<file path="src/rtl/key_event_gen.sv">
// rtl/key_event_gen.sv - press/release/short/long/auto-repeat event generator for a clean key level
module key_event_gen #(
    parameter int LONG_CNT   = 50000000,
    parameter int REPEAT_CNT = 10000000,
    parameter int CNT_W      = 26
) (
    input  logic clk,
    input  logic reset,
    input  logic key_in,
    output logic press_pulse,
    output logic release_pulse,
    output logic short_press,
    output logic long_press,
    output logic repeat_tick,
    output logic held
);

    typedef enum logic [1:0] {
        IDLE = 2'd0,
        HOLD = 2'd1,
        LONG = 2'd2
    } state_t;

    // Terminal counter values: the counter runs 0..TC, so it never exceeds max(LONG_CNT, REPEAT_CNT)-1.
    localparam logic [CNT_W-1:0] LONG_TC   = CNT_W'(LONG_CNT - 1);
    localparam logic [CNT_W-1:0] REPEAT_TC = CNT_W'(REPEAT_CNT - 1);

    state_t           state_q, state_d;
    logic [CNT_W-1:0] cnt_q, cnt_d;
    logic             key_q, key_d;
    logic             press_q, press_d;
    logic             release_q, release_d;
    logic             short_q, short_d;
    logic             long_q, long_d;
    logic             repeat_q, repeat_d;
    logic             held_q, held_d;

    // Next-state, counter and registered-output decode; release always takes priority over terminal count.
    always_comb begin
        state_d   = state_q;
        cnt_d     = cnt_q;
        key_d     = key_in;
        press_d   = 1'b0;
        release_d = 1'b0;
        short_d   = 1'b0;
        long_d    = 1'b0;
        repeat_d  = 1'b0;
        held_d    = 1'b0;

        case (state_q)
            IDLE: begin
                cnt_d = '0;
                if (key_in && !key_q) begin
                    state_d = HOLD;
                    press_d = 1'b1;
                    held_d  = 1'b1;
                end
            end
            HOLD: begin
                if (!key_in) begin
                    state_d   = IDLE;
                    cnt_d     = '0;
                    release_d = 1'b1;
                    short_d   = 1'b1;
                end else if (cnt_q == LONG_TC) begin
                    state_d = LONG;
                    cnt_d   = '0;
                    long_d  = 1'b1;
                    held_d  = 1'b1;
                end else begin
                    cnt_d  = cnt_q + CNT_W'(1);
                    held_d = 1'b1;
                end
            end
            LONG: begin
                if (!key_in) begin
                    state_d   = IDLE;
                    cnt_d     = '0;
                    release_d = 1'b1;
                end else if (cnt_q == REPEAT_TC) begin
                    cnt_d    = '0;
                    repeat_d = 1'b1;
                    held_d   = 1'b1;
                end else begin
                    cnt_d  = cnt_q + CNT_W'(1);
                    held_d = 1'b1;
                end
            end
            default: begin
                state_d = IDLE;
                cnt_d   = '0;
            end
        endcase
    end

    // State, counter, key history and output registers; key history resets high so a held key is ignored.
    always_ff @(posedge clk) begin
        if (reset) begin
            state_q   <= IDLE;
            cnt_q     <= '0;
            key_q     <= 1'b1;
            press_q   <= 1'b0;
            release_q <= 1'b0;
            short_q   <= 1'b0;
            long_q    <= 1'b0;
            repeat_q  <= 1'b0;
            held_q    <= 1'b0;
        end else begin
            state_q   <= state_d;
            cnt_q     <= cnt_d;
            key_q     <= key_d;
            press_q   <= press_d;
            release_q <= release_d;
            short_q   <= short_d;
            long_q    <= long_d;
            repeat_q  <= repeat_d;
            held_q    <= held_d;
        end
    end

    assign press_pulse   = press_q;
    assign release_pulse = release_q;
    assign short_press   = short_q;
    assign long_press    = long_q;
    assign repeat_tick   = repeat_q;
    assign held          = held_q;

endmodule

</file>
<file path="config.mk">
export PLATFORM = sky130hd
export DESIGN_NAME = key_event_gen
export DESIGN_NICKNAME = d
export VERILOG_FILES = /design/src/rtl/key_event_gen.sv
export SDC_FILE = /design/constraint.sdc
export NUM_CORES = 1
export LEC_CHECK = 0
export CAP_MARGIN = 20
export CORE_MARGIN = 5
export CORE_UTILIZATION = 46
export CTS_CLUSTER_DIAMETER = 100
export DETAILED_ROUTE_END_ITERATION = 8
export PLACE_DENSITY = 0.64
export SLEW_MARGIN = 10
export SYNTH_ARGS = -nofsm -noshare
export SYNTH_HDL_FRONTEND = slang
export SYNTH_SLANG_ARGS = --single-unit
</file>
<file path="constraint.sdc">
create_clock -name clk -period 4.1 [get_ports clk]
set_clock_uncertainty 0.2 [all_clocks]
set_input_delay 0.82 -clock clk [delete_from_list [all_inputs] [get_ports clk]]
set_output_delay 0.82 -clock clk [all_outputs]
set_load 0.05 [all_outputs]
</file>
==> flow_summary.toml, run 1 <==
[run_status]
status = "completed"

[logic_synthesis]
synth.yosys.seq_area_share_pct = 38.9
synth.most_common_cell = "dfxtp_1"
synth_edf_count = 0
synth-xor-area-share_pct = 6.32
yosys-top-cells-count = "dfxtp_1, a211oi_1, nand2_1"
synth_nets = 202
synthSimpleGateAreaFrac_pct = 25.2
synth_mux_area_share_pct = 0
yosys.area.top_type = "dfxtp_1"
netlist_instances = 194
synth_top_family_by_area = "simple AND/OR/NAND/NOR gates"
yosysUniqueCellTypes = 40
syn_avg_cell_area_sq_um = 9.28
synth_seq_cells = 35
synth-main-ff-cell = "dfxtp_1"
synth_fa_ha_area_share_pct = 3.47
synth_async_sr_flop_share_pct = 0
ys_warn_count = 0
synth_top_area_share_pct = 38.9
synth_compound_area_share_pct = 21.0
netlist_area_sq_um = 1800
synthTopCellsByArea = "dfxtp_1, a211oi_1, xnor2_1, a221oi_1, ha_1"

[placement]
gp_congestion = 0.845
placedCellCount = 242
io_buffers = 8
hpwl_um = 2580

[setup_path]
endpoint_kind = "flip-flop"
crit_path_start_kind = "input pin"
crit_path_top_delay_cell = "clkdlybuf4s50_1"
critPathMaxFanout = 26
critPathMaxStageDelay_ns = 0.55
timing.rr.start = "cnt_q[0]"
critPathLaunch = "key_in"
critPathArrivalTime_ns = 2.59
worstPathCellList = "clkdlybuf4s50_1 -> inv_1 -> nor2_1 -> nand2_1 -> a221oi_1"
reg2reg_depth = 5
crit_type = "input pin to flip-flop"
cp.required_ns = 4.08

[drt]
met2WireLength_um = 1830
top_layer_used = "met4"
via_count = 1528
routed_wl_um = 3890
via_per_inst = 6.14
drt_pre_antenna_iters = 4
drcViolationCount = 0
wl_met3_um = 117
routedLengthMet1_um = 1880
ant_nets = 0
drt-initial-drc-count = 144
avgRoutedWirePerCell_um = 15.6

[layout]
insertedDiodeCount = 0
synthToLayoutAreaGrowth_pct = 10.4
drive_above_1_share_pct = 11.9
layout.nets = 209
final-instance-count-excl-fill = 249

[clock_tree]
cts_tree = "built"
cts_setup_buffers = 0
path_clk_slew_ns = 0.07
clock_path_buffers = 2
cts.hold.buffers_added = 0
cts.sinks = 35
insertion_delay_ns = 0.29
cts_root_buf = "clkbuf_8"
cts_buffers = 5
h-tree-depth = 2
cts_repair_resize_count = 0

[global_routing]
grt_pass1_wl_um = 6480
grt_pass1_vias = 1421
globalRouteOverflowTotal = 0
antenna_found_initial = 0
grt_max_degree = 27
track_usage_pct = 15.6

[floorplanning]
dieArea_sq_um = 5260
die_y_um = 72.6
die_w_um = 72.6
num_rows = 22
io_pins = 9
start_util_pct = 48.5
core_sq_um = 3720

[sta]
finalCritPeriodShare_pct = 63.8
fin_tns_setup_ns = 0
tightest_slew_ns = 0.963
max_freq_mhz = 382
holdWs_ns = 0.317
setup_violations = 0
relSlewSlack_pct = 35.6
slew_viol_final = 0
finalCriticalPeriod_ns = 2.62
finalHoldViolCount = 0
rsz0062_at_grt = "false"

[power_and_ir_drop]
total_power_uw = 626
leakage_nw = 0.522
ir_drop_mv = 0.136
power_density_nw_per_um2 = 315

[worst_hold_path]
hold_path_depth = 1
hold_path_class = "flip-flop to flip-flop"
hold_path.startpoint = "cnt_q[0]"

[job]
drv_cap = 0
## flip-flops by register name, summed over array words and instances, names as in the netlist
| name | count |
|---|---|
| cnt_q | 26 |
| held | 1 |
| key_q | 1 |
| long_press | 1 |
| press_pulse | 1 |
| release_pulse | 1 |
| repeat_tick | 1 |
| short_press | 1 |
| state_q | 2 |
## cell type report
| type | instances | area (sq um) |
|---|---|---|
| fill | 359 | 1730 |
| sequential | 35 | 701 |
| clock buffer | 6 | 82.6 |
| inverter | 10 | 37.5 |
| tap | 48 | 60.1 |
| timing repair buffer | 10 | 95.1 |
| multi-input combinational | 139 | 1010 |
| clock inverter | 1 | 5.00 |
## per-layer routing
metal | GRT usage (%) | vias to the layer above
met5 | 0 | -
met4 | 7.99 | 0
met3 | 3.05 | 6
met2 | 24.7 | 21
met1 | 20.1 | 739
li1 | - | 762
## cell families (layout without fill, tap and decap cells)
group,after synthesis,in the layout
buf+inv,20,27
flops,35,35
fa+ha+maj,5,5
xor+xnor,13,13
compound gates,49,49
simple gates,72,72
## per-stage QoR
step	setup slack, ns	util [%]	area (sq um)
finish	1.48	53.5	1990
global route	1.32	53.5	1990
CTS	1.50	53.5	1990
global placement	1.28	51.1	1900
floorplan	1.70	-	1800
detailed placement	1.17	51.1	1900
## power by group
group | total [mW] | switching (mW) | internal (mW)
combinational | 0.0292 | 0.0200 | 0.00924
clock | 0.254 | 0.122 | 0.132
sequential | 0.343 | 0.00118 | 0.342
total | 0.626 | 0.143 | 0.483
## placed cells by master (no fill, tap or decap), types with 3 or more instances in the layout
cell type	count
ha_1	5
xnor2_1	10
o31ai_1	5
nor2_1	7
a211oi_1	18
a221oi_2	3
or3_1	5
inv_1	10
a221oi_1	8
o21ai_0	9
nor4bb_1	3
or4_1	4
nand4_1	5
nor4_1	5
clkbuf_8	6
dfxtp_1	35
nand2_1	11
xor2_1	3
nand3_1	9
or4_4	4
nor3_1	5
clkdlybuf4s50_1	8
## final timing paths
check                            endpoint  slack [ns]
worst max-delay path            cnt_q[18]        1.48
worst min register to register   cnt_q[0]        0.32
worst min-delay path             cnt_q[0]        0.32
worst max register to register  cnt_q[22]        1.57
## critical path: cells and delay by family
family	cells	cell delay, ns
buffers and inverters	2	0.62
AO/OA/AOI/OAI	1	0.45
AND/OR/NAND/NOR	2	0.69
Power figures use the tool's default switching activity.
==> inputs of run 2 (changes only) <==
Settings changed: PLACE_DENSITY 0.64 to 0.66.
Clock period 4.1 ns to 2.19 ns, I/O delays scaled along.
==> run 2 against run 1 <==
Effect of this change:
- global-route usage up 1.6 points
- routed wire length up 10%
- combinational power up 110%
- sequential cell count unchanged
- clock power up 100%
- worst hold slack worse by 0.069 ns
- final cell count up 8.4%
- worst setup slack worse by 1.5 ns
- largest power group unchanged
- highest routed layer unchanged
==> flow_summary.toml, run 2 (same netlist as run 1, synthesis figures left out) <==
[run_status]
status = "completed"

[layout]
largest_reg_flops = 26
final_common_cell = "dfxtp_1"
drive_above_1_share_pct = 27.9
reg_top3 = "cnt_q x26, state_q x2"
insertedDiodeCount = 0
layout.nets = 229
multi_input_area_sq_um = 1060
synthToLayoutAreaGrowth_pct = 24.7
register_area_sq_um = 717
top_register = "cnt_q"
design_area_sq_um = 2250
fillers = 323
utilization_pct = 60.4
layout_common_cells = "dfxtp_1, buf_4, a211oi_1"

[global_routing]
grt_pass1_vias = 1557
antenna_found_initial = 0
grt_pass1_wl_um = 7230
globalRouteOverflowTotal = 0
grt_max_degree = 27
track_usage_pct = 17.2

[drt]
via_count = 1653
top_layer_used = "met4"
routed_wl_um = 4270
met2WireLength_um = 2160
wl_met3_um = 182
routedLengthMet1_um = 1880
via_per_inst = 6.12
drt-initial-drc-count = 116
ant_nets = 0
drt_pre_antenna_iters = 4
drcViolationCount = 0
avgRoutedWirePerCell_um = 15.8

[setup_path]
path_common_cell = "or4_4"
critPathMaxStageDelay_ns = 0.60
critPathArrivalTime_ns = 2.17
reg2reg_to = "cnt_q[25]"
endpoint = "cnt_q[25]"
critPathLaunch = "cnt_q[8]"
critPathMaxFanout = 10
endpoint_kind = "flip-flop"
cp.required_ns = 2.19
reg2reg_depth = 4
crit_path_top_delay_cell = "or4_4"
r2r_slack_ns = 0.03
worstPathCellList = "nand4_1 -> or4_4 -> or4_4 -> a221oi_2"
crit_type = "flip-flop to flip-flop"
crit_path_start_kind = "flip-flop"
timing.rr.start = "cnt_q[8]"

[floorplanning]
start_util_pct = 48.5
io_pins = 9
dieArea_sq_um = 5260
die_y_um = 72.6
core_sq_um = 3720
die_w_um = 72.6
num_rows = 22

[power_and_ir_drop]
total_power_mw = 1.22
power_density_nw_per_um2 = 543
ir_drop_mv = 0.300
leakage_nw = 0.640

[placement]
io_buffers = 8
gp_congestion = 0.960
dpl_cell_area_sq_um = 2090
hpwl_um = 2990

[sta]
holdWs_ns = 0.249
finalHoldViolCount = 0
rsz0062_at_grt = "true"
fin_tns_setup_ns = 0
tightest_slew_ns = 0.505
max_freq_mhz = 462
finalCritPeriodShare_pct = 98.8
setup_violations = 0
slew_viol_final = 0
relSlewSlack_pct = 66.2
finalCriticalPeriod_ns = 2.16

[clock_tree]
cts_tree = "built"
cts_root_buf = "clkbuf_8"
path_clk_slew_ns = 0.07
cts.sinks = 35
cts_buffers = 5
h-tree-depth = 2
insertion_delay_ns = 0.29
clock_path_buffers = 2
cts.hold.buffers_added = 0

[job]
drv_cap = 0

[worst_hold_path]
hold_path_class = "flip-flop to flip-flop"
run 2: changes by cell type in the layout (fill, tap and decap cells not counted), moves of 4 or more:
| cell | delta |
|---|---|
| dfxtp_2 | +7 |
| buf_4 | +18 |
| dfxtp_1 | -9 |
| a221oi_1 | -4 |
| a221oi_2 | +4 |
run 2: layout make-up:
type,instances,share of cell area [%]
Tap cell,48,2.67
Clock buffer,8,4.46
Multi-Input combinational cell,139,47.2
Timing Repair Buffer,30,12.0
Inverter,10,1.67
Sequential cell,35,31.9
run 2: critical path, delay by kind of cell (launching register included):
kind             cells  cell delay (ns)
AND/OR/NAND/NOR      3             1.27
AO/OA/AOI/OAI        1             0.23
flip-flops           1             0.38
run 2: metal layers:
metal | global-route usage (%) | up-vias
li1 | - | 799
met1 | 21.0 | 796
met2 | 29.1 | 49
met3 | 4.57 | 9
met4 | 6.35 | 0
met5 | 0 | -
run 2: stage by stage:
step / instances / setup slack (ns)
floorplan: 194 / 0.0113
global placement: 261 / 0.0229
detailed placement: 261 / -0.0226
CTS: 269 / 0.0167
global route: 270 / -0.0440
finish: 270 / 0.0268
run 2: what timing repair did:
action                                  in CTS  in global routing
buffers inserted                             0                  1
gates resized for setup                      6                  6
hold endpoints to repair                     0                  0
pin swaps                                    0                  2
endpoints found under the setup margin       3                 14
run 2: worst min-delay path by stage:
stage                  start       end  slack [ns]  cells past startpoint
finish              cnt_q[0]  cnt_q[0]        0.25                      1
global route        cnt_q[0]  cnt_q[0]        0.27                      1
CTS                 cnt_q[0]  cnt_q[0]        0.25                      1
detailed placement  cnt_q[0]  cnt_q[0]        0.24                      1
global placement    cnt_q[0]  cnt_q[0]        0.24                      1
floorplan           cnt_q[0]  cnt_q[0]        0.25                      1
run 2: power by group:
part | internal (mW) | switching [mW] | total (mW) | leakage [nW]
Clock | 0.287 | 0.229 | 0.516 | 0.0515
Combinational | 0.0225 | 0.0395 | 0.0621 | 0.301
Sequential | 0.638 | 0.00222 | 0.640 | 0.288
Total | 0.948 | 0.271 | 1.22 | 0.640
